File: config.mk
export PLATFORM = sky130hd
export DESIGN_NAME = instr_mem_loader
export DESIGN_NICKNAME = d
export VERILOG_FILES = /design/src/rtl/instr_mem_loader.sv
export SDC_FILE = /design/constraint.sdc
export NUM_CORES = 1
export LEC_CHECK = 0
export CAP_MARGIN = 40
export CORE_AREA = 2 2 110 80
export DETAILED_ROUTE_END_ITERATION = 8
export DIE_AREA = 0 0 112 82
export PLACE_DENSITY = 0.71
export SYNTH_ARGS = -nofsm -noshare
export SYNTH_HDL_FRONTEND = slang
export SYNTH_SLANG_ARGS = --single-unit
File: constraint.sdc
create_clock -name clk -period 1.5 [get_ports clk]
set_input_delay 0.3 -clock clk [delete_from_list [all_inputs] [get_ports clk]]
set_output_delay 0.3 -clock clk [all_outputs]
set_load 0.02 [all_outputs]
File: src/rtl/instr_mem_loader.sv
// Packs a valid/ready byte stream MSB-first into 32-bit words and writes them to consecutive instruction-memory addresses.
// Latency: write strobe in the cycle after the 4th byte of a word is accepted. Throughput is at most one word per 5 cycles.
// Backpressure: byte_ready is high only in LOAD, so bytes offered in IDLE, WRITE or DONE are left unconsumed.
module instr_mem_loader #(
    parameter int ADDR_W = 5,
    parameter int DEPTH  = 32
) (
    input  logic              clk,
    input  logic              reset,
    input  logic              start,
    input  logic [ADDR_W:0]   prog_len,
    input  logic [7:0]        byte_in,
    input  logic              byte_valid,
    output logic              byte_ready,
    output logic              wr_en,
    output logic [ADDR_W-1:0] wr_addr,
    output logic [31:0]       wr_data,
    output logic              busy,
    output logic              done,
    output logic [ADDR_W:0]   word_count
);

    typedef enum logic [1:0] {IDLE, LOAD, WRITE, DONE} state_t;

    localparam logic [ADDR_W:0] DEPTH_L = (ADDR_W+1)'(DEPTH);
    localparam logic [ADDR_W:0] ONE_L   = (ADDR_W+1)'(1);

    state_t          state;
    state_t          state_nxt;
    logic [ADDR_W:0] len;
    logic [ADDR_W:0] len_clamped;
    logic [ADDR_W:0] count_inc;
    logic [1:0]      byte_idx;
    logic [23:0]     word;

    assign len_clamped = (prog_len > DEPTH_L) ? DEPTH_L : prog_len;
    assign count_inc   = word_count + ONE_L;

    always_comb begin
        state_nxt  = state;
        byte_ready = 1'b0;
        busy       = 1'b0;
        wr_en      = 1'b0;
        done       = 1'b0;
        case (state)
            IDLE: begin
                if (start) begin
                    state_nxt = (len_clamped == '0) ? DONE : LOAD;
                end
            end
            LOAD: begin
                byte_ready = 1'b1;
                busy       = 1'b1;
                if (byte_valid && byte_idx == 2'd3) begin
                    state_nxt = WRITE;
                end
            end
            WRITE: begin
                wr_en     = 1'b1;
                busy      = 1'b1;
                state_nxt = (count_inc == len) ? DONE : LOAD;
            end
            DONE: begin
                done      = 1'b1;
                state_nxt = IDLE;
            end
            default: state_nxt = IDLE;
        endcase
    end

    // Only the first three bytes need storage; the fourth goes straight into wr_data,
    // which then holds until the next word completes.
    always_ff @(posedge clk) begin
        if (reset) begin
            state      <= IDLE;
            len        <= '0;
            byte_idx   <= 2'd0;
            word       <= '0;
            word_count <= '0;
            wr_addr    <= '0;
            wr_data    <= '0;
        end else begin
            state <= state_nxt;
            case (state)
                IDLE: begin
                    if (start) begin
                        len        <= len_clamped;
                        word_count <= '0;
                        byte_idx   <= 2'd0;
                        word       <= '0;
                    end
                end
                LOAD: begin
                    if (byte_valid) begin
                        byte_idx <= byte_idx + 2'd1;
                        word     <= {word[15:0], byte_in};
                        if (byte_idx == 2'd3) begin
                            wr_data <= {word, byte_in};
                            wr_addr <= word_count[ADDR_W-1:0];
                        end
                    end
                end
                WRITE: word_count <= count_inc;
                default: ;
            endcase
        end
    end

endmodule

==> flow_metrics.py <==
metrics = {
    "synth": {
        "synth_warnings": 0,
        "avgSynthCellArea_sq_um": 8.196,
        "synth_top_cell_by_area": "dfxtp_1",
        "yosysMostFrequentCell": "nand2_1",
        "netlist.area_leader.share": 0.4885,
        "synth_cells": 385,
        "synth_flop_cell": "dfxtp_1",
        "synth_edf_count": 0,
        "synthTopCellsByArea": "dfxtp_1 49%, nand2_1 13%, a21oi_1 12%",
        "yosysSeqAreaShare": 0.4885,
        "ys_ff_latch": 77,
        "netlist_area_sq_um": 3156,
        "synth_nets": 409,
        "synth_common_cells": "108 x nand2_1, 77 x dfxtp_1, 75 x a21oi_1",
        "ys_types": 38,
        "async_reset_ff_frac": 0,
    },
    "timing": {
        "slew_headroom": 0.6800,
        "hold_viol": 0,
        "min_period_over_period": 1.065,
        "timing.final.ws_setup_ns": -0.09748,
        "rsz0062_at_grt": "true",
        "max_freq_ghz": 0.6260,
        "maxSlewViolCount": 0,
        "fin_crit_ns": 1.597,
        "setup_viol": 1,
        "setup_tns_ns": -0.09748,
        "fin_skew_ns": 0.005423,
        "worstMarginPinSlew_ns": 0.4740,
    },
    "clock_tree": {
        "cts_buffer_depth": 2,
        "htreeDepth": 3,
        "cts_buffers": 9,
        "cts_tree": "done",
        "cts.clk_slew.worst_paths_ns": 0.06,
        "root_buffer": "clkbuf_16",
        "post-cts-setup-buffer-count": 0,
        "cts.sinks": 77,
        "clk_latency_ns": 0.33,
    },
    "floorplan": {
        "die_width_um": 112,
        "coreArea_sq_um": 8198,
        "pin_count": 65,
        "initial_utilization": 0.3849,
        "fp.dieH_um": 82,
        "rows": 28,
        "dieArea_sq_um": 9184,
    },
    "power_and_ir_drop": {
        "peakVddDrop_mv": 0.7144,
        "leakage_nw": 1.737,
        "p_per_area_nw_per_um2": 1484,
    },
    "worst_setup_path": {
        "crit_chain": "buf_6 -> ha_4 -> or2_4 -> a221oi_4 -> o31a_1 -> a221oi_2",
        "cp-start-kind": "flop",
        "critPathArrivalTime_ns": 1.80,
        "critPathMaxStageDelay_ns": 0.36,
        "endpoint_kind": "flop",
        "crit_fanout": 3,
        "crit_slowest_cell": "dfxtp_4",
        "critPathKind": "reg -> reg",
        "cp.required_ns": 1.71,
    },
    "grt": {
        "grt_pass1_wl_um": 13120,
        "grt_pass1_vias": 2665,
        "grt-ovfl-total": 0,
        "gr-usage-all-layers": 0.1815,
        "grt_max_degree": 51,
        "antenna_found_initial": 0,
    },
    "place": {
        "dp_hpwl_um": 5461,
        "placed_area_sq_um": 4094,
        "io_buffers": 64,
        "finalWeightedCongestion": 0.8648,
    },
    "layout": {
        "drive_above_1_share": 0.1616,
        "area_growth_pct": 40.60,
        "finalInstanceArea_sq_um": 4437,
        "antenna-diode-count": 0,
        "fin_nets": 483,
    },
    "routing": {
        "met1_length_um": 4071,
        "routed_wl_um": 8354,
        "drc": 0,
        "met2_length_um": 3777,
        "top_layer": "met4",
        "vias": 2925,
        "drtPass1Iterations": 4,
        "wire_per_inst_um": 14.68,
        "wl_met3_um": 403,
        "first_iter_violations": 141,
        "ant_nets": 0,
        "via_per_inst": 5.141,
    },
    "outcome": {
        "outcome": "finished with violations",
        "violations": "negative setup slack",
    },
    "min_path": {
        "hold_class": "in -> reg",
    },
    "flow_run": {
        "cap_violations": 0,
    },
}
==> worst max-delay path: cells and delay by family (launching register included) <==
kind                     cells  cell delay (ns)
AO/OA/AOI/OAI                3             0.60
flip-flops                   1             0.36
AND/OR/NAND/NOR              1             0.25
adder cells (fa/ha/maj)      1             0.15
buffers and inverters        1             0.11
==> power by group <==
part	leakage (nW)	switching [W]	internal, W	total (W)
clock	0.140	0.000834	0.00127	0.00210
combinational	0.973	0.00123	0.00103	0.00226
sequential	0.624	0.0000793	0.00214	0.00222
==> state kept, by name, summed over array words and instances, names as in the netlist <==
| name | flops |
|---|---|
| wr_data | 32 |
| word | 24 |
| len | 6 |
| word_count | 6 |
| wr_addr | 5 |
| byte_idx | 2 |
| state | 2 |
==> placed cells by master (no fill, tap or decap), types with 3 or more instances in the layout <==
cell type,netlist,routed
dfxtp_2,0,3
buf_4,8,18
buf_12,0,6
buf_2,7,5
o21ai_1,0,5
nand3_1,3,3
o21ai_0,8,3
clkdlybuf4s50_1,0,16
dlygate4sd2_1,0,41
clkbuf_16,0,11
dfxtp_1,77,72
nand4_1,25,25
nor3b_2,0,3
buf_6,0,4
xnor2_1,4,4
nor3b_1,6,3
a21oi_1,75,74
nor2_1,7,7
ha_4,0,3
nand2_1,108,108
==> path summary, 6_finish.rpt <==
| path | depth (start not counted) | slack, ns | from | end |
|---|---|---|---|---|
| max | 6 | -0.1 | state[0]$_SDFFE_PP0P_ | state[1]$_SDFFE_PP0P_ |
| max reg2reg | 6 | -0.1 | state[0]$_SDFFE_PP0P_ | state[1]$_SDFFE_PP0P_ |
| min reg2reg | 2 | 0.45 | wr_data[29]$_SDFFE_PP0P_ | wr_data[29]$_SDFFE_PP0P_ |
| min | 3 | 0.29 | reset | state[0]$_SDFFE_PP0P_ |
==> routing by layer <==
metal / up-vias / GRT usage
met1: 1377 / 0.2400
met3: 7 / 0.04871
li1: 1474 / -
met4: 0 / 0.06463
met2: 67 / 0.2897
met5: - / 0
==> kinds of logic after synthesis <==
kind of cell	Yosys count	synth area share
flip-flops	77	0.4885
buffers and inverters	33	0.05154
XOR/XNOR	6	0.01665
AND/OR/NAND/NOR	171	0.2597
adder cells (fa/ha/maj)	6	0.02379
AO/OA/AOI/OAI	92	0.1598
==> per-stage QoR <==
stage	utilization	hold WS (ns)	instances	total power, W	worst slack [ns]
final	0.5412	0.2902	569	0.006583	-0.09748
after global routing	0.5412	0.3020	569	0.006889	-0.1380
after CTS	0.5304	0.2756	568	0.006364	-0.07965
after detailed placement	0.4994	0.4466	552	0.004229	-0.2185
after global placement	0.4994	0.4422	552	0.004180	-0.1555
after floorplan	-	0.4321	385	0.003452	-0.01014
==> final cells by class <==
| cell class | count | area, sq um |
|---|---|---|
| Fill cell | 769 | 3761 |
| Multi-Input combinational cell | 275 | 1555 |
| Sequential cell | 77 | 1553 |
| Timing Repair Buffer | 93 | 889.6 |
| Clock buffer | 12 | 267.8 |
| Tap cell | 105 | 131.4 |
| Clock inverter | 4 | 28.78 |
| Inverter | 3 | 11.26 |
==> timing repair <==
| item | 4_1_cts | 5_1_grt |
|---|---|---|
| setup endpoints to repair | 48 | 40 |
| gates resized for setup | 62 | 24 |
| hold buffers | 0 | 0 |
| gates cloned | 0 | 1 |
| pin swaps | 4 | 4 |
Note: power is estimated with default switching activity, not from simulation.
